## config.mk

```make
export PLATFORM = sky130hd
export DESIGN_NAME = fft_r22sdf_ctrl
export DESIGN_NICKNAME = d
export VERILOG_FILES = /design/src/rtl/fft_pkg.sv /design/src/rtl/fft_tw_addr_gen.sv /design/src/rtl/fft_r22sdf_ctrl.sv
export SDC_FILE = /design/constraint.sdc
export NUM_CORES = 1
export LEC_CHECK = 0
export BUFFER_PORTS_ARGS = -buffer_cell sky130_fd_sc_hd__clkbuf_2
export CORE_MARGIN = 4
export CORE_UTILIZATION = 57
export CTS_CLUSTER_DIAMETER = 30
export DETAILED_ROUTE_END_ITERATION = 6
export PLACE_DENSITY = 0.95
export SLEW_MARGIN = 15
export SYNTH_ARGS = -nofsm -noshare
export SYNTH_HDL_FRONTEND = slang
export SYNTH_SLANG_ARGS = --single-unit
```

## constraint.sdc

```tcl
create_clock -name clk_i -period 13.95 [get_ports clk_i]
set_input_delay 4.185 -clock clk_i [delete_from_list [all_inputs] [get_ports clk_i]]
set_output_delay 4.185 -clock clk_i [all_outputs]
set_load 0.01 [all_outputs]
```

## src/rtl/fft_pkg.sv

```systemverilog
// Shared constants and helpers for the radix-2^2 SDF FFT sequencer and its stages.
package fft_pkg;

  localparam int unsigned LOG2N_DEF     = 8;
  localparam int unsigned STAGE_LAT_DEF = 1;

  function automatic int unsigned clog2(input int unsigned v);
    int unsigned r;
    r = 0;
    for (int i = 0; i < 32; i++) begin
      if ((32'd1 << i) < v) r = i + 1;
    end
    return r;
  endfunction

  function automatic int unsigned num_stages(input int unsigned log2n);
    return log2n / 2;
  endfunction

  // Enabled cycles from the first input sample to the first valid output.
  function automatic int unsigned fill_max(input int unsigned log2n, input int unsigned lat);
    return (32'd1 << log2n) - 1 + num_stages(log2n) * lat;
  endfunction

  localparam int unsigned NS = num_stages(LOG2N_DEF);
  localparam int unsigned L  = fill_max(LOG2N_DEF, STAGE_LAT_DEF);

  // Quadrant of the stage sub-counter to twiddle exponent multiplier.
  function automatic logic [1:0] tw_quad(input logic [1:0] top);
    logic [1:0] q;
    unique case (top)
      2'b00:   q = 2'd0;
      2'b01:   q = 2'd2;
      2'b10:   q = 2'd1;
      default: q = 2'd3;
    endcase
    return q;
  endfunction

  function automatic logic [31:0] bitrev(input logic [31:0] x, input int unsigned w);
    logic [31:0] r;
    r = '0;
    for (int unsigned i = 0; i < 32; i++) begin
      if (i < w) r = r | (((x >> i) & 32'd1) << (w - 1 - i));
    end
    return r;
  endfunction

endpackage

```

## src/rtl/fft_tw_addr_gen.sv

```systemverilog
// Twiddle ROM address decode for one SDF stage from that stage's sample counter.
module fft_tw_addr_gen
  import fft_pkg::*;
#(
  parameter int unsigned LOG2N = 8,
  parameter int unsigned STAGE = 0
) (
  input  logic [LOG2N-1:0] cs_i,
  output logic [LOG2N-1:0] addr_o
);

  localparam int unsigned NumStages = num_stages(LOG2N);

  if (STAGE + 1 < NumStages) begin : g_tw
    // Sub-counter width for this stage: M = N >> 2*STAGE.
    localparam int unsigned MW = LOG2N - 2 * STAGE;

    logic [MW-1:0]    w_m;
    logic [1:0]       w_q;
    logic [LOG2N-1:0] w_prod;

    assign w_m    = MW'(cs_i);
    assign w_q    = tw_quad(w_m[MW-1 -: 2]);
    // (m mod M/4) * q < M, so the product never overflows LOG2N bits.
    assign w_prod = LOG2N'(w_m[MW-3:0]) * LOG2N'(w_q);
    assign addr_o = w_prod << (2 * STAGE);
  end else begin : g_last
    logic w_unused_cs;
    assign w_unused_cs = ^cs_i;
    assign addr_o      = '0;
  end

endmodule

```

## src/rtl/fft_r22sdf_ctrl.sv

```systemverilog
// Sequencer for an N-point radix-2^2 SDF FFT: sample counting, per-stage control decode,
// and output valid/frame-start/bin-index flagging.
module fft_r22sdf_ctrl
  import fft_pkg::*;
#(
  parameter int unsigned LOG2N     = 8,
  parameter int unsigned STAGE_LAT = 1
) (
  input  logic                              clk_i,
  input  logic                              rst_n,
  input  logic                              valid_i,
  input  logic                              sof_i,
  output logic                              en_o,
  output logic [num_stages(LOG2N)-1:0]       bfi_sel_o,
  output logic [num_stages(LOG2N)-1:0]       bfii_sel_o,
  output logic [num_stages(LOG2N)-1:0]       bfii_tsel_o,
  output logic [num_stages(LOG2N)*LOG2N-1:0] tw_addr_o,
  output logic                              valid_o,
  output logic                              sof_o,
  output logic [LOG2N-1:0]                  idx_o
);

  localparam int unsigned NumSt  = num_stages(LOG2N);
  localparam int unsigned FillL  = fill_max(LOG2N, STAGE_LAT);
  localparam int unsigned FW     = clog2(FillL + 1);
  localparam logic [FW-1:0]    FillMax = FW'(FillL);
  localparam logic [LOG2N-1:0] OutOff  = LOG2N'(NumSt * STAGE_LAT);

  logic [LOG2N-1:0] r_ctr;
  logic [FW-1:0]    r_fill;

  logic                   w_act;
  logic                   w_restart;
  logic [LOG2N-1:0]       w_c;
  logic [FW-1:0]          w_fill_eff;
  logic [LOG2N-1:0]       w_cs [NumSt];
  logic [NumSt-1:0]       w_bfi;
  logic [NumSt-1:0]       w_bsel;
  logic [NumSt*LOG2N-1:0] w_tw;
  logic [LOG2N-1:0]       w_oc;
  logic [LOG2N-1:0]       w_idx;
  logic                   w_valid;

  assign w_act     = valid_i & rst_n;
  assign w_restart = valid_i & sof_i;
  assign w_c       = w_restart ? '0 : r_ctr;
  // A restart sample belongs to the new frame, so the old fill level never flags it valid.
  assign w_fill_eff = w_restart ? '0 : r_fill;

  always_ff @(posedge clk_i) begin
    if (!rst_n) begin
      r_ctr  <= '0;
      r_fill <= '0;
    end else if (valid_i) begin
      r_ctr <= w_c + LOG2N'(1);
      if (w_restart) begin
        r_fill <= FW'(1);
      end else if (r_fill != FillMax) begin
        r_fill <= r_fill + FW'(1);
      end
    end
  end

  for (genvar gs = 0; gs < NumSt; gs++) begin : g_stage
    assign w_cs[gs]   = w_c - LOG2N'(gs * STAGE_LAT);
    assign w_bfi[gs]  = w_cs[gs][LOG2N-1-2*gs];
    assign w_bsel[gs] = w_cs[gs][LOG2N-2-2*gs];

    fft_tw_addr_gen #(
      .LOG2N (LOG2N),
      .STAGE (gs)
    ) u_tw_addr_gen (
      .cs_i   (w_cs[gs]),
      .addr_o (w_tw[gs*LOG2N +: LOG2N])
    );
  end

  assign w_oc    = w_c + LOG2N'(1) - OutOff;
  assign w_idx   = LOG2N'(bitrev(32'(w_oc), LOG2N));
  assign w_valid = (w_fill_eff == FillMax);

  always_comb begin
    en_o        = 1'b0;
    bfi_sel_o   = '0;
    bfii_sel_o  = '0;
    bfii_tsel_o = '0;
    tw_addr_o   = '0;
    valid_o     = 1'b0;
    sof_o       = 1'b0;
    idx_o       = '0;
    if (w_act) begin
      en_o        = 1'b1;
      bfi_sel_o   = w_bfi;
      bfii_sel_o  = w_bsel;
      bfii_tsel_o = w_bfi;
      tw_addr_o   = w_tw;
      valid_o     = w_valid;
      sof_o       = w_valid & (w_oc == '0);
      idx_o       = w_idx;
    end
  end

endmodule

```

==> reports/metrics.yaml, run 1 <==
syn2layout_area_growth_pct: 6.35
routed-via-count: 2019
numCtsBuffers: 3
power_leakage_nw: 1.08
arrival_ps: 6810
syn_area_um2: 2090
fin_crit_sh: 0.788
insertion_delay_ps: 240
grt_pass1_vias: 1835
die_area_um2: 4700
antenna_found_initial: 0
crit_required_ps: 9760
reg2reg_from: "r_ctr[1]"
synth.avg_cell_area_um2: 7.31
critPathLaunchType: "input pin"
core_um2: 3440
place.gp.congestion: 0.948
antenna_cells: 0
power.density_nw_per_um2: 55.4
row_count: 21
fmax_mhz: 90.9
finalPower_mw: 0.123
drt_first_pass_iters: 4
worst_pin_slew_ps: 871
critPathKind: "in -> out"
layout-drive-gt1-share: 0.183
nFillCells: 303
cp-end-kind: "output port"
synthCells: 286
ys_seq_area_frac: 0.163
drv_cap: 0
drt-total-wl_um: 4920
crit_slowest_cell: "nand2_1"
grt.total_usage: 0.222
worstPathCellList: "clkbuf_2, nand2_1, and3_1, ha_1, fa_1, a21o_1, a21oi_1, o21ai_0, and3_1, clkbuf_2"
cts.clk_slew.worst_paths_ps: 60
worstSetupStartpoint: "valid_i"
synth_ff_type: "dfxtp_1"
synthDistinctLibCells: 61
cts_resized: 0
detail-route-antenna-nets: 0
grt_max_degree: 24
hpwl_um: 3650
synth_edf_count: 0
cts.sinks: 17
slowest_delay_ps: 520
min_path_type: "reg -> reg"
fin_crit_ps: 11000
overflow: 0
finalSetupTns_ps: 0
start_util: 0.607
numPortBuffers: 44
die_y_um: 68.5
synth_seq_cells: 17
crit_family: "simple AND/OR/NAND/NOR gates"
layout_commonest_cell: "clkbuf_2"
setup_viol: 0
maxSlewViolCount: 0
synth_warnings: 0
die_w_um: 68.5
drt_iter0_markers: 131
grt_pass1_wl_um: 8200
slew_headroom: 0.418
rsz0062_at_grt: "no"
synthArstFlopShare: 0
cts_setup_buffers: 0
avgRoutedWirePerCell_um: 14.0
cp_max_fo: 23
vias_per_cell: 5.74
holdBufCountCts: 0
clockBufferDepth: 2
drc: 0
path_buf_inv: 2
cts_htree_levels: 1
cts_tree: "done"
hold_viol: 0
peakVddDrop_mv: 0.0486
outcome: "completed"
min-delay-start: "r_fill[8]"
skew_ps: 1.78
cts-root-buf: "clkbuf_8"
layout_common_cells: "clkbuf_2 (44), nor2_1 (30), a21oi_1 (22)"
nets: 326
ios: 59
-- per-layer routing --
layer	GRT usage	vias to the layer above	share of wire
met3	0.0357	6	0.069
met4	0.0521	0	0.012
met1	0.279	922	0.43
met5	0	-	0
met2	0.392	74	0.49
li1	-	1017	-
-- tightest hold or removal path: cells and delay by family (launching register included) --
| kind | cells | cell delay (ps) |
|---|---|---|
| DFF | 1 | 320 |
| AOI/OAI and AO/OA | 2 | 130 |
-- final timing paths --
check	end	slack, ps	depth (start not counted)
setup / recovery	tw_addr_o[7]	2950	10
setup reg to reg	r_ctr[7]	11900	4
hold / removal	r_fill[8]	490	2
hold reg to reg	r_fill[8]	490	2
-- logic make-up after synthesis --
| group | synth area share |
|---|---|
| DFF | 0.163 |
| AOI/OAI and AO/OA | 0.222 |
| buffers and inverters | 0.138 |
| adders and majority gates | 0.0970 |
| and+or+nand+nor | 0.283 |
| other | 0.00179 |
| muxes | 0.0198 |
| xor gates and xnor gates | 0.0754 |
-- synth_stat cells, drive strengths merged, types with 2 or more instances --
master  count  area, um2
nand2      16       60.1
a21oi      22        110
o21ai      16       80.1
dfxtp      17        340
xnor2      10       87.6
buf        29        194
and3       13       82.6
clkbuf     12       45.0
nand2b      2       12.5
a41oi       3       26.3
and3b       2       17.5
mux2i       3       30.0
nor2       31        119
or3         3       18.8
and2       10       62.6
nand3       5       25.0
and4        2       17.5
nand3b      3       22.5
nor2b       4       25.0
a21boi      4       30.0
a31oi       2       12.5
nor3        6       35.0
o211ai      4       30.0
xor2        8       70.1
inv        13       48.8
a21o        3       22.5
ha         13        163
fa          2       40.0
or4         3       30.0
nand4       2       12.5
-- cell type report --
class                           instances  area (um2)  share of cell area
Timing Repair Buffer                   44         220              0.0991
Sequential cell                        17         340               0.153
Multi-Input combinational cell        228        1510               0.680
Inverter                               13        48.8              0.0220
Tap cell                               46        57.6              0.0259
Clock buffer                            4        45.0              0.0203
-- sequential cells by signal, summed over array words and instances (netlist names) --
name	count
r_ctr	8
r_fill	9
-- power by group --
part           total (mW)  switching [mW]  leakage (nW)  internal, mW
sequential         0.0519         0.00265         0.138        0.0493
clock              0.0349          0.0147        0.0228        0.0202
combinational      0.0362          0.0224         0.924        0.0138
total               0.123          0.0397          1.08        0.0833
-- metrics by stage --
step                      utilization  worst slack, ps  hold slack, ps  cells  instance area (um2)
after floorplan                     -             3600             454    299                 2140
after global placement          0.632             3060             465    348                 2180
after detailed placement        0.632             2990             490    348                 2180
after CTS                       0.646             2980             495    352                 2220
after global routing            0.646             2730             542    352                 2220
final                           0.646             2950             493    352                 2220
Power figures use the tool's default switching activity.
==> inputs of run 2 (changes only) <==
Settings changed: CORE_UTILIZATION 57 to 53, PLACE_DENSITY 0.95 to 0.9.
Clock period 13.95 ns to 11.22 ns, I/O delays scaled along.
==> run 2 against run 1 <==
  * Non-clock buffer count did not move
  * Critical path type unchanged
  * Count of clock-buffer cells in the layout unchanged
  * Die area grew 6.7%
  * Sequential cell count did not move
==> reports/metrics.yaml, run 2 (synthesis results as in run 1) <==
rsz0062_at_grt: "no"
slowest_delay_ps: 500
switching_power_mw: 0.0499
crit_required_ps: 7850
core_um2: 3740
cts_tree: "done"
layout_common_cells: "clkbuf_2 (44), nor2_1 (30), a21oi_1 (22)"
holdBufCountCts: 0
setup_viol: 0
drt_first_pass_iters: 5
crit_slowest_cell: "nand2_1"
peakVddDrop_mv: 0.0505
wl_met1_um: 2090
multiInputGateArea_um2: 1510
hold_viol: 0
power_leakage_nw: 1.08
cts-root-buf: "clkbuf_8"
critPathLaunchType: "input pin"
reg2reg_depth: 4
route.met2.wl_um: 2520
skew_ps: 1.36
largest_reg_flops: 9
finalPower_mw: 0.153
drt-total-wl_um: 4960
detail-route-antenna-nets: 0
cp_max_fo: 23
min_path_type: "reg -> reg"
die_area_um2: 5010
layout-drive-gt1-share: 0.183
wl_met3_um: 283
ios: 59
drv_cap: 0
cts_setup_buffers: 0
ff_latch_area_um2: 340
fin_cells: 354
min-delay-start: "r_fill[8]"
finalSetupTns_ps: 0
critPathKind: "in -> out"
p_int_mw: 0.104
worstPathCellList: "clkbuf_2, nand2_1, and3_1, ha_1, fa_1, a21o_1, a21oi_1, o21ai_0, and3_1, clkbuf_2"
insertion_delay_ps: 250
clkPwrFrac: 0.285
drt_iter0_markers: 145
path_buf_inv: 2
hold_slack_ps: 486
setup_slack_ps: 1870
die_y_um: 70.8
start_util: 0.558
arrival_ps: 5990
pre_cts_ws_ps: 1910
hpwl_um: 3700
worstSetupStartpoint: "valid_i"
outcome: "completed"
regToRegSetupSlack_ps: 9130
grt_pass1_wl_um: 8470
grt_pass1_vias: 1840
die_w_um: 70.8
final_cell_area_um2: 2220
fmax_mhz: 107
avgRoutedWirePerCell_um: 14.0
slew_headroom: 0.441
cts_htree_levels: 1
routed-via-count: 2048
cp-end-kind: "output port"
cts.clk_slew.worst_paths_ps: 60
antenna_found_initial: 0
post-route-util: 0.594
power_frac_comb: 0.294
numCtsBuffers: 3
cts.sinks: 17
swShare: 0.325
vias_per_cell: 5.79
dpl_cell_area_um2: 2180
power.density_nw_per_um2: 69.0
grt_max_degree: 24
pwr-share-seq: 0.421
nets: 326
antenna_cells: 0
fin_crit_ps: 9350
place.gp.congestion: 0.942
top_register: "r_fill"
highest_layer: "met4"
syn2layout_area_growth_pct: 6.47
worst_pin_slew_ps: 837
layout_commonest_cell: "clkbuf_2"
r2r_end: "r_ctr[7]"
grt.total_usage: 0.199
top_regs: "r_fill (9), r_ctr (8)"
place_inst: 350
numPortBuffers: 44
reg2reg_from: "r_ctr[1]"
clockBufferDepth: 2
crit_family: "simple AND/OR/NAND/NOR gates"
fin_crit_sh: 0.834
cp.depth: 10
overflow: 0
maxSlewViolCount: 0
crit_path_end: "tw_addr_o[7]"
cts_resized: 0
nFillCells: 354
row_count: 22
drc: 0
-- run 2: cell counts in the layout (fill, tap and decap cells not counted) --
No cell type changed its count.
-- run 2: how the worst min path moves through the flow --
| stage | end | slack, ps | depth (start not counted) |
|---|---|---|---|
| 3_5_place_dp | r_fill[8] | 480 | 2 |
| 2_1_floorplan | r_fill[8] | 450 | 2 |
| 6_report | r_fill[8] | 490 | 2 |
| 5_1_grt | r_fill[6] | 530 | 2 |
| 3_3_place_gp | r_fill[8] | 470 | 2 |
| 4_1_cts | r_fill[8] | 490 | 2 |
-- run 2: per-layer routing --
layer,vias up,GRT usage
met1,958,0.265
met5,-,0
li1,1010,-
met3,10,0.0284
met2,70,0.337
met4,0,0.0543
-- run 2: layout make-up --
type / instances / area share
Clock buffer: 4 / 0.0202
Inverter: 13 / 0.0219
Multi-Input combinational cell: 228 / 0.679
Sequential cell: 17 / 0.153
Tap cell: 48 / 0.0270
Timing Repair Buffer: 44 / 0.0990
-- run 2: power groups by stage --
stage          sequential (mW)  clock (mW)  combinational (mW)
2_1_floorplan           0.0634           0              0.0396
3_3_place_gp            0.0656           0              0.0434
3_5_place_dp            0.0657           0              0.0450
4_1_cts                 0.0644      0.0457              0.0453
5_1_grt                 0.0649      0.0479              0.0505
6_report                0.0646      0.0437              0.0451
-- run 2: worst min-delay path, cell delays in order, from the launching register on --
cell and delay (ps):
dfxtp_1 310, o21ai_0 70, a21oi_1 60
